[src/rtl/shift_seq_reg.sv]
// rtl/shift_seq_reg.sv - sequenced shift register: parallel load, counted left/right shift, start/busy/done handshake
// Optional feature macro: ROTATE_MODE_EN (circular shift when rotate is latched at start)
module shift_seq_reg #(
    parameter int WIDTH = 8,
    parameter int CNT_W = 4
) (
    input  logic             clock,
    input  logic             reset,
    input  logic             load,
    input  logic [WIDTH-1:0] D,
    input  logic             start,
    input  logic             dir,
    input  logic [CNT_W-1:0] amount,
    input  logic             serial_in,
    input  logic             rotate,
    output logic [WIDTH-1:0] Q,
    output logic [WIDTH-1:0] Qb,
    output logic             serial_out,
    output logic             busy,
    output logic             done
);

    typedef enum logic {
        ST_IDLE  = 1'b0,
        ST_SHIFT = 1'b1
    } state_t;

    state_t           r_state;
    logic [WIDTH-1:0] r_q;
    logic [CNT_W-1:0] r_cnt;
    logic             r_dir;
    logic             r_sout;
    logic             r_busy;
    logic             r_done;

    logic             w_out_bit;
    logic             w_fill;
    logic [WIDTH-1:0] w_shifted;

    assign w_out_bit = r_dir ? r_q[WIDTH-1] : r_q[0];

`ifdef ROTATE_MODE_EN
    logic r_rot;
    // Rotating recycles the bit leaving the word as the new fill bit.
    assign w_fill = r_rot ? w_out_bit : serial_in;
`else
    logic w_unused_rotate;
    assign w_unused_rotate = rotate;
    assign w_fill          = serial_in;
`endif

    assign w_shifted = r_dir ? {r_q[WIDTH-2:0], w_fill}
                             : {w_fill, r_q[WIDTH-1:1]};

    always_ff @(posedge clock) begin
        if (reset) begin
            r_state <= ST_IDLE;
            r_q     <= '0;
            r_cnt   <= '0;
            r_dir   <= 1'b0;
            r_sout  <= 1'b0;
            r_busy  <= 1'b0;
            r_done  <= 1'b0;
`ifdef ROTATE_MODE_EN
            r_rot   <= 1'b0;
`endif
        end else begin
            r_done <= 1'b0;
            case (r_state)
                ST_IDLE: begin
                    if (load) begin
                        r_q <= D;
                    end else if (start) begin
                        r_dir <= dir;
                        r_cnt <= amount;
`ifdef ROTATE_MODE_EN
                        r_rot <= rotate;
`endif
                        if (amount != '0) begin
                            r_state <= ST_SHIFT;
                            r_busy  <= 1'b1;
                        end else begin
                            r_done <= 1'b1;
                        end
                    end
                end
                ST_SHIFT: begin
                    r_q    <= w_shifted;
                    r_sout <= w_out_bit;
                    r_cnt  <= r_cnt - 1'b1;
                    // Counter at 1 means this edge performs the final shift.
                    if (r_cnt == {{(CNT_W-1){1'b0}}, 1'b1}) begin
                        r_state <= ST_IDLE;
                        r_busy  <= 1'b0;
                        r_done  <= 1'b1;
                    end
                end
                default: begin
                    r_state <= ST_IDLE;
                    r_busy  <= 1'b0;
                end
            endcase
        end
    end

    assign Q          = r_q;
    assign Qb         = ~r_q;
    assign serial_out = r_sout;
    assign busy       = r_busy;
    assign done       = r_done;

endmodule

[config.mk]
export PLATFORM = sky130hd
export DESIGN_NAME = shift_seq_reg
export DESIGN_NICKNAME = d
export VERILOG_FILES = /design/src/rtl/shift_seq_reg.sv
export SDC_FILE = /design/constraint.sdc
export NUM_CORES = 1
export LEC_CHECK = 0
export CAP_MARGIN = 20
export CORE_MARGIN = 1.5
export CORE_UTILIZATION = 30
export CTS_CLUSTER_SIZE = 30
export DETAILED_ROUTE_END_ITERATION = 10
export DONT_BUFFER_PORTS = 1
export PLACE_DENSITY_LB_ADDON = 0.3
export SLEW_MARGIN = 20
export SYNTH_ARGS = -nofsm -noshare
export SYNTH_HDL_FRONTEND = slang
export SYNTH_SLANG_ARGS = --single-unit
[constraint.sdc]
create_clock -name clock -period 2.4 [get_ports clock]
set_input_delay 0.48 -clock clock [delete_from_list [all_inputs] [get_ports clock]]
set_output_delay 0.48 -clock clock [all_outputs]
set_load 0.1 [all_outputs]
==> flow_summary.json, run 1 <==
{
  "fin_setup_tns_ns": 0,
  "syn_area_per_cell_sq_um": 9.30,
  "detail_route.wirelength_um": 2000,
  "die_w_um": 59.2,
  "ys_warn_count": 0,
  "yosysMostFrequentCell": "a211oi_1",
  "nFillCells": 309,
  "ys_seq_area_share_pct": 35.9,
  "vias_per_cell": 4.83,
  "cp-start-kind": "flip-flop",
  "port_buffers": 0,
  "hold_path.class": "input port to flip-flop",
  "synthesis.area_sq_um": 948,
  "gp_congestion": 0.707,
  "io_pins": 38,
  "fin_crit_sh_pct": 72.9,
  "slowest_stage": "dfxtp_1",
  "ys_ff_latch": 17,
  "slew_viol_final": 0,
  "numCtsBuffers": 3,
  "synth_cell_types": 26,
  "cts-root-buf": "clkbuf_4",
  "core_sq_um": 3030,
  "skew_ns": 0.00964,
  "grt_setup_unrepaired": "false",
  "drc": 0,
  "drive_gt1_share_pct": 23.7,
  "cts_tree": "built",
  "holdPathStages": 1,
  "pre_cts_ws_ns": 0.963,
  "dieArea_sq_um": 3510,
  "hp-start": "reset",
  "path_class": "flip-flop to output pin",
  "crit_top_cell": "buf_4",
  "status": "completed",
  "cts_setup_buffers": 0,
  "cts_resized": 0,
  "worst_pin_slew_ns": 0.547,
  "finalCriticalPeriod_ns": 1.75,
  "first_pass_iters": 4,
  "finalHoldWorstSlack_ns": 0.238,
  "syn_nets": 123,
  "hpwl_um": 1460,
  "setup_slack_ns": 0.651,
  "max_stage_delay_ns": 0.37,
  "synthTopCellsByArea": "dfxtp_1 36%, a211oi_1 15%, mux2i_1 9.5%",
  "antenna_found_initial": 0,
  "relSlewSlack_pct": 63.5,
  "area_growth_pct": 19.7,
  "maxCapViolations": 0,
  "synthTopCellsByCount": "19 x a211oi_1, 17 x dfxtp_1, 11 x inv_1",
  "overflow": 0,
  "critPathBufInv": 3,
  "cp-end-kind": "output pin",
  "yosys.area.top_type": "dfxtp_1",
  "rrSetupSlack_ns": 1.15,
  "async_flop_share_pct": 0,
  "rr_endpoint": "r_state",
  "routedWlPerCell_um": 12.3,
  "core.rowCount": 20,
  "cts_sinks": 17,
  "vias": 783,
  "finalNonFillerCells": 162,
  "ctsHoldBuffers": 0,
  "max_freq_mhz": 572,
  "crit_chain": "buf_4, inv_1, buf_4",
  "ctsLongestPathBuffers": 2,
  "antennaDiodeCount": 0,
  "grt_pass1_vias": 724,
  "synth_cells": 102,
  "clk_pin_slew_worst_paths_ns": 0.11,
  "die_h_um": 59.2,
  "required_ns": 1.92,
  "cts_htree_levels": 1,
  "rr_worst_depth": 4,
  "setup-violations-final": 0,
  "rr_startpoint": "r_state",
  "place_inst": 158,
  "min_to": "r_dir",
  "grt_pass1_wl_um": 3140,
  "grt_max_degree": 31,
  "ir_worst_vdd_v": 0.000354,
  "ant_nets": 0,
  "powerDensity_nw_per_um2": 741,
  "drt_iter0_markers": 48,
  "synth_ff_type": "dfxtp_1",
  "start_util_pct": 31.3,
  "worstPathMaxFanout": 3,
  "insertion_delay_ns": 0.29,
  "synth_top_area_share_pct": 35.9,
  "synth_edf_count": 0,
  "finalHoldViolCount": 0,
  "crit_family": "buffers and inverters",
  "final_nets": 140,
  "cp_data_arrival_time_ns": 1.27,
  "p_leak_uw": 0.000443,
  "power_uw": 841,
  "grt_usage_pct": 11.7
}
-- layout by cell type (no fill, tap or decap), types with 3 or more instances in the layout --
master / count
clkbuf_4: 3
mux2_4: 3
a211oi_1: 19
a21oi_1: 7
dfxtp_1: 17
mux2i_1: 9
nor2b_1: 3
o21a_1: 3
buf_4: 20
inv_1: 11
and2b_1: 5
nand2_1: 3
-- per-layer routing --
metal | track usage, % | wire length, um | vias to the layer above
met2 | 19.5 | 873 | 40
li1 | - | - | 393
met4 | 1.95 | 9 | 0
met3 | 6.77 | 225 | 2
met1 | 13.3 | 887 | 348
met5 | 0 | 0 | -
-- per-stage QoR --
stage               utilization, %  instance area [sq um]
detailed placement            36.6                   1110
global route                  37.5                   1130
global placement              36.6                   1110
floorplan                        -                    948
finish                        37.5                   1130
CTS                           37.5                   1130
-- report_power, final --
part,internal (uW),switching (uW)
Sequential,307,26.0
Combinational,92.6,261
Clock,62.0,92.8
Total,461,380
-- registers in the layout (all words and copies together), names as in the netlist --
signal / flops
Q: 8
busy: 1
done: 1
r_cnt: 4
r_dir: 1
r_state: 1
serial_out: 1
-- worst register-to-register path, cell delays in order, from the launching register on --
cell      delay (ns)
dfxtp_1         0.31
buf_4           0.21
nor3b_1         0.40
nand2b_1        0.13
a21oi_1         0.14
-- final cells by class --
class,count,area (sq um),area share (%)
tap,44,55.1,4.85
timing repair buffer,20,150,13.2
inverter,11,41.3,3.64
clock inverter,1,5.00,0.441
multi-input combinational,66,520,45.9
clock buffer,3,22.5,1.98
sequential,17,340,30.0
-- cells by family (layout without fill, tap and decap cells) --
group	after synthesis	in the layout	share of synthesized area, %
AOI/OAI and AO/OA	31	31	22.4
xor gates and xnor gates	2	2	1.85
and+or+nand+nor	19	19	13.7
muxes	12	12	14.2
adders and majority gates	2	2	2.64
DFF	17	17	35.9
buffers and inverters	19	35	9.24
-- how the worst max path moves through the flow --
stage | depth (start not counted) | from | to
floorplan | 1 | Q[0] | Qb[0]
CTS | 3 | Q[2] | Qb[2]
global placement | 3 | Q[2] | Qb[2]
finish | 3 | Q[2] | Qb[2]
detailed placement | 3 | Q[2] | Qb[2]
global route | 3 | Q[2] | Qb[2]
Power figures use the tool's default switching activity.
==> inputs of run 2 (changes only) <==
- clock period: 2.4 -> 1.75 ns (I/O delays scaled with it)
==> run 2 against run 1 <==
Non-clock buffer count is the same. Register-to-register slack worse by 0.56 ns. Hold slack worse by 0.14 ns. Critical endpoint is now Q[6].
==> flow_summary.json, run 2 (synthesis gave the netlist of run 1 again) <==
{
  "largest_register_ffs": 8,
  "maxCapViolations": 0,
  "critPathBufInv": 1,
  "grt_pass1_vias": 679,
  "cp_data_arrival_time_ns": 1.00,
  "powerDensity_nw_per_um2": 1020,
  "utilization_pct": 37.8,
  "core.rowCount": 20,
  "power_uw": 1160,
  "final_common_cell": "buf_4",
  "die_w_um": 59.2,
  "finalHoldViolCount": 0,
  "cts_sinks": 17,
  "antenna_found_initial": 0,
  "hpwl_um": 1500,
  "worstPathMaxFanout": 5,
  "ant_nets": 0,
  "vias_per_cell": 4.77,
  "first_pass_iters": 3,
  "path_class": "flip-flop to output pin",
  "setup-violations-final": 0,
  "cp-start-kind": "flip-flop",
  "antennaDiodeCount": 0,
  "detail_route.wirelength_um": 2070,
  "io_pins": 38,
  "crit_family": "flip-flops",
  "core_sq_um": 3030,
  "max_freq_mhz": 743,
  "status": "completed",
  "cts_resized": 0,
  "layout_common_cells": "20 x buf_4, 19 x a211oi_1, 11 x inv_1",
  "finalCriticalPeriod_ns": 1.35,
  "cts_setup_buffers": 0,
  "grt_usage_pct": 11.6,
  "finalHoldWorstSlack_ns": 0.101,
  "grt_max_degree": 30,
  "skew_ns": 0.00941,
  "cts_tree": "built",
  "holdPathStages": 1,
  "vias": 773,
  "overflow": 0,
  "drt_iter0_markers": 18,
  "area_growth_pct": 20.7,
  "start_util_pct": 31.3,
  "path_depth": 1,
  "cp-end-kind": "output pin",
  "max_stage_delay_ns": 0.39,
  "clk_pin_slew_worst_paths_ns": 0.11,
  "grt_setup_unrepaired": "false",
  "dieArea_sq_um": 3510,
  "gp_congestion": 0.724,
  "cts-root-buf": "clkbuf_4",
  "crit_chain": "buf_4",
  "ctsHoldBuffers": 0,
  "hold_path.class": "input port to flip-flop",
  "slew_viol_final": 0,
  "insertion_delay_ns": 0.30,
  "routedWlPerCell_um": 12.8,
  "slowest_stage": "dfxtp_2",
  "grt_pass1_wl_um": 3040,
  "required_ns": 1.40,
  "ir_worst_vdd_v": 0.000462,
  "port_buffers": 0,
  "die_h_um": 59.2,
  "cts_htree_levels": 1,
  "numCtsBuffers": 3,
  "worst_pin_slew_ns": 0.526,
  "rr_worst_depth": 2,
  "fin_crit_sh_pct": 76.9,
  "p_leak_uw": 0.000445,
  "drive_gt1_share_pct": 30.5,
  "relSlewSlack_pct": 64.9,
  "ctsLongestPathBuffers": 2,
  "final_nets": 140,
  "drc": 0,
  "fin_setup_tns_ns": 0
}
-- run 2: metal layers --
metal / vias up / GRT usage [%] / share of wire, %
met1: 346 / 13.6 / 46
met5: - / 0 / 0
met3: 0 / 5.24 / 9.2
met4: 0 / 1.95 / 0
li1: 395 / - / -
met2: 32 / 19.6 / 45
-- run 2: final cells by class --
type	count	area [sq um]
inverter	11	41.3
sequential	17	350
clock buffer	3	22.5
tap	44	55.1
timing repair buffer	20	150
clock inverter	1	5.00
multi-input combinational	66	520
fill	321	1880
-- run 2: path summary, 6_finish.rpt --
kind               from    to  slack (ns)
setup / recovery   Q[6]  Q[6]        0.40
hold reg to reg    busy  busy        0.47
setup reg to reg  r_dir  Q[7]        0.59
hold / removal    reset  Q[5]        0.10
-- run 2: power by group --
group / total [uW] / switching (uW) / internal (uW) / leakage, uW
registers: 466 / 41.1 / 425 / 0.000143
clock network: 217 / 132 / 85.1 / 0.0000177
logic: 479 / 352 / 127 / 0.000285
total: 1160 / 525 / 637 / 0.000445
-- run 2: per-stage QoR --
stage               setup slack [ns]  instance area, sq um  instances
floorplan                      0.190                   958        102
global placement               0.644                  1120        158
detailed placement             0.622                  1120        158
CTS                            0.390                  1140        162
global route                   0.356                  1140        162
finish                         0.404                  1140        162
